### config.mk
export PLATFORM = sky130hd
export DESIGN_NAME = shift_sequencer
export DESIGN_NICKNAME = d
export VERILOG_FILES = /design/src/rtl/shift_sequencer.sv
export SDC_FILE = /design/constraint.sdc
export NUM_CORES = 1
export LEC_CHECK = 0
export CORE_MARGIN = 10
export CORE_UTILIZATION = 43
export DETAILED_ROUTE_END_ITERATION = 7
export PLACE_DENSITY = 0.88
export SYNTH_ARGS = -nofsm -noshare
export SYNTH_HDL_FRONTEND = slang
export SYNTH_SLANG_ARGS = --single-unit
export TNS_END_PERCENT = 10
### constraint.sdc
create_clock -name clk -period 1.8 [get_ports clk]
set_input_delay 0.36 -clock clk [delete_from_list [all_inputs] [get_ports clk]]
set_output_delay 0.36 -clock clk [all_outputs]
set_load 0.02 [all_outputs]
### src/rtl/shift_sequencer.sv
// Load-then-shift controller for the W-bit right-shift register datapath.
// Drives load_n / shift_right / asr cycle by cycle and captures the final datapath value.
module shift_sequencer #(
  parameter int W  = 8,
  parameter int CW = 4
) (
  input  logic          clk,
  input  logic          reset,
  input  logic          start,
  input  logic [W-1:0]  load_val,
  input  logic [CW-1:0] shift_cnt,
  input  logic          arith,
  input  logic [W-1:0]  shifter_q,
  output logic [W-1:0]  ctl_load_val,
  output logic          ctl_load_n,
  output logic          ctl_shift_right,
  output logic          ctl_asr,
  output logic [W-1:0]  result,
  output logic          busy,
  output logic          done
);

  typedef enum logic [2:0] {
    S_IDLE,
    S_LOAD,
    S_SHIFT,
    S_CAPTURE,
    S_DONE
  } state_t;

  localparam logic [CW-1:0] W_CNT = CW'(W);

  state_t        state_q, state_d;
  logic [W-1:0]  operand_q, operand_d;
  logic [W-1:0]  result_q, result_d;
  logic [CW-1:0] cnt_q, cnt_d;
  logic          arith_q, arith_d;
  logic          load_n_q, load_n_d;
  logic          shift_q, shift_d;
  logic          asr_q, asr_d;
  logic          busy_q, busy_d;
  logic          done_q, done_d;

  always_comb begin
    state_d   = state_q;
    operand_d = operand_q;
    result_d  = result_q;
    cnt_d     = cnt_q;
    arith_d   = arith_q;

    case (state_q)
      S_IDLE: begin
        if (start) begin
          operand_d = load_val;
          arith_d   = arith;
          cnt_d     = (shift_cnt > W_CNT) ? W_CNT : shift_cnt;
          state_d   = S_LOAD;
        end
      end
      S_LOAD: begin
        state_d = (cnt_q != '0) ? S_SHIFT : S_CAPTURE;
      end
      S_SHIFT: begin
        cnt_d = cnt_q - 1'b1;
        // Leave on the last shift cycle; <= also guards against a stray zero count.
        if (cnt_q <= 1) begin
          state_d = S_CAPTURE;
        end
      end
      S_CAPTURE: begin
        result_d = shifter_q;
        state_d  = S_DONE;
      end
      S_DONE: begin
        state_d = S_IDLE;
      end
      default: begin
        state_d = S_IDLE;
      end
    endcase

    // Outputs are registered, so decode them from the state being entered.
    load_n_d = (state_d != S_LOAD);
    shift_d  = (state_d == S_SHIFT);
    asr_d    = (state_d == S_SHIFT) && arith_d;
    busy_d   = (state_d != S_IDLE);
    done_d   = (state_d == S_DONE);
  end

  always_ff @(posedge clk) begin
    if (!reset) begin
      state_q   <= S_IDLE;
      operand_q <= '0;
      result_q  <= '0;
      cnt_q     <= '0;
      arith_q   <= 1'b0;
      load_n_q  <= 1'b1;
      shift_q   <= 1'b0;
      asr_q     <= 1'b0;
      busy_q    <= 1'b0;
      done_q    <= 1'b0;
    end else begin
      state_q   <= state_d;
      operand_q <= operand_d;
      result_q  <= result_d;
      cnt_q     <= cnt_d;
      arith_q   <= arith_d;
      load_n_q  <= load_n_d;
      shift_q   <= shift_d;
      asr_q     <= asr_d;
      busy_q    <= busy_d;
      done_q    <= done_d;
    end
  end

  assign ctl_load_val    = operand_q;
  assign ctl_load_n      = load_n_q;
  assign ctl_shift_right = shift_q;
  assign ctl_asr         = asr_q;
  assign result          = result_q;
  assign busy            = busy_q;
  assign done            = done_q;

endmodule

==> key figures, run 1 <==
Status
  – Status: complete, no violations

Route
  – Routed WL: 3.17 mm
  – DR iter-0 viols: between 70 and 80
  – Via count: between 1000 and 1500
  – Vias per cell: about 5.2
  – DRC: 0
  – DRT antenna net count: 0
  – Routed length per instance: 15.2 um
  – Drt first pass iters: 4

Synth
  – Area leader, netlist: dfxtp_1
  – Synth cell types: 35
  – Post-Syn Area per Cell: 9.34 sq um
  – Synth area leaders: dfxtp_1 48%, mux2i_1 7.5%, nand2_1 6.9%
  – Cell count after synthesis: 129
  – Synth Cell Area: between 0.001 and 0.0015 sq mm
  – Syn_nets: 155
  – Synth warnings: 0
  – Synth top area share: 0.482
  – Synth Register Bits: 29
  – Post-synthesis sequential area ratio: 0.482

Floorplanning
  – Die X: roughly 73 um
  – Starting Density: 0.445
  – Standard-cell rows: 19
  – Die height: 72.9 um
  – I/O pins: 45
  – Core Area: 0.00271 sq mm
  – Die area: 0.00532 sq mm

Timing
  – Final hold violation count: 0
  – Fin crit period: about 1.7 ns
  – Final period utilization: 0.932
  – Fin. max-slew vios: 0
  – Slew HR: 0.593
  – Max Clock Skew: 0.00479 ns
  – RSZ-0062 raised after global routing: false
  – Fmax: 0.596 GHz
  – # setup viols final: 0
  – Final WS setup: 0.123 ns
  – Worst Tran Pin Value: 0.610 ns
  – Setup tns final: 0 ns

Clocking
  – CTS Hold Bufs: 0
  – Clock Sinks: 29
  – Root buffer cell: clkbuf_4
  – Clock buffer depth: 2
  – Clock-pin slew on the worst setup and hold paths: 0.09 ns
  – Later-pin clock latency in the skew report: 0.33 ns
  – Postcts setup bufs: 0
  – PostCTS Resize Cnt: 0
  – CTS H-tree depth: 2
  – CTS Buf Count: 5
  – CTS tree: done

Worst setup path
  – Critical Path RT: 1.44 ns
  – Crit-path cells: clkdlybuf4s50_1
  – WP data arrival: around 1.3 ns
  – Crit path launch type: flop
  – Worst stage delay on the critical path: around 0.63 ns
  – Crit path max fanout: 2
  – WP buf/inv: 1
  – Top cell family by delay on the critical path: buffers and inverters
  – CP endpoint kind: output pin
  – Critical path class: reg2out
  – Slowest CP cell: clkdlybuf4s50_1

Power
  – Worst IR drop on VDD: about 1000 uV
  – Leak: 0.728 nW
  – Power Density: 1320 mW/mm^2

Cells and area
  – Filler Cell Count: approximately 240
  – Synth-to-layout area growth: 45.9%
  – NumNets Final: 203
  – Layout cells sized above 1: 0.101
  – Diodes inserted: 0

Global routing
  – Largest net degree at the start of global routing: 18
  – Global-route wire length before repair: 5.24 mm
  – Initial antenna violation count: 0
  – Vias in the first global route: 1140
  – GRT Util Overall: 0.127
  – Total grt overflow: 0

Place
  – Gp weighted congestion: 0.863
  – Detailed Place HPWL: 2.42 mm
  – Port Buffer Count: 44
  – Setup WS pre-CTS: approximately 0.071 ns

Min path
  – Worst min-delay path class: reg2reg

Job
  – Max capacitance violation total: 0
-- synth_stat cells --
cell	instances
a21oi_1	10
a31o_2	1
a31oi_1	3
and2_1	1
and2b_1	1
and3b_1	3
and4bb_2	1
buf_2	3
buf_4	1
buf_6	2
clkbuf_1	2
dfxtp_1	29
ha_1	2
inv_1	3
mux2i_1	9
nand2_1	22
nand2b_1	2
nand3b_1	2
nor2_1	16
nor2b_1	1
nor3_1	1
nor3b_1	1
nor4_1	1
nor4b_4	1
o2111ai_1	1
o211ai_1	1
o21a_1	1
o21ai_0	1
o221a_2	1
o221ai_1	1
o31a_1	1
o31ai_1	1
o41ai_1	1
or4b_4	1
xnor2_1	1
-- metrics by stage --
stage	area, sq um	instances	hold slack (ns)	total power (W)	utilization
floorplan	1200	129	0.422	0.00150	-
CTS	1760	209	0.460	0.00234	0.649
detailed placement	1670	201	0.446	0.00178	0.616
global placement	1670	201	0.446	0.00174	0.616
global route	1760	209	0.498	0.00248	0.649
finish	1760	209	0.459	0.00233	0.649
-- placed cells by master (no fill, tap or decap), types with 2 or more instances in the layout --
master	instances
clkdlybuf4s50_1	44
dfxtp_1	29
nand2_1	22
nor2_1	16
a21oi_1	10
mux2i_1	9
clkbuf_4	5
buf_4	5
inv_1	3
and3b_1	3
a31oi_1	3
nand3b_1	2
nand2b_1	2
ha_1	2
-- cell families after synthesis --
logic type               Yosys count  synth area share
adder cells (fa/ha/maj)            2            0.0208
XOR/XNOR                           1           0.00727
AO/OA/AOI/OAI                     23             0.126
multiplexers                       9            0.0748
buffers and inverters             11            0.0530
AND/OR/NAND/NOR                   54             0.237
flip-flops                        29             0.482
-- final cells by class --
class,instances,area [sq um],area share
Tap cell,31,38.8,0.0221
Sequential cell,29,581,0.330
Clock buffer,6,51.3,0.0292
Inverter,3,11.3,0.00641
Timing Repair Buffer,49,478,0.272
Multi-Input combinational cell,89,561,0.319
Clock inverter,2,37.5,0.0214
-- power breakdown --
group / switching, W / total, W / internal (W)
logic: 0.000408 / 0.000827 / 0.000419
clock network: 0.000237 / 0.000567 / 0.000330
registers: 0.000161 / 0.000934 / 0.000774
-- layer usage --
layer,GRT usage,vias to the layer above,routed length (um)
met1,0.126,503,1230
met4,0.0443,0,44
li1,-,538,-
met2,0.208,33,1580
met5,0,-,0
met3,0.0844,4,319
-- path summary, 6_finish.rpt --
path / start / end / slack (ns) / depth (start not counted)
hold / removal: ctl_load_val[2] / ctl_load_val[2] / 0.46 / 2
setup reg to reg: state_q[1] / cnt_q[1] / 0.37 / 3
setup / recovery: result[0] / result[0] / 0.12 / 1
hold reg to reg: ctl_load_val[2] / ctl_load_val[2] / 0.46 / 2
-- sequential cells by signal (all words and copies together), names as in the netlist --
| signal | cells |
|---|---|
| state_q | 3 |
| ctl_load_n | 1 |
| ctl_load_val | 8 |
| ctl_asr | 1 |
| arith_q | 1 |
| busy | 1 |
| result | 8 |
| cnt_q | 4 |
| done | 1 |
| ctl_shift_right | 1 |
(Power assumes the default switching activity.)
==> inputs of run 2 (changes only) <==
--- a/config.mk
+++ b/config.mk
@@ -8,6 +8,7 @@
 export CORE_MARGIN = 10
 export CORE_UTILIZATION = 43
 export DETAILED_ROUTE_END_ITERATION = 7
+export GPL_ROUTABILITY_DRIVEN = 0
 export PLACE_DENSITY = 0.88
 export SYNTH_ARGS = -nofsm -noshare
 export SYNTH_HDL_FRONTEND = slang
==> results of run 2 <==
The final DEF is identical to that of run 1; final timing and power are the same.
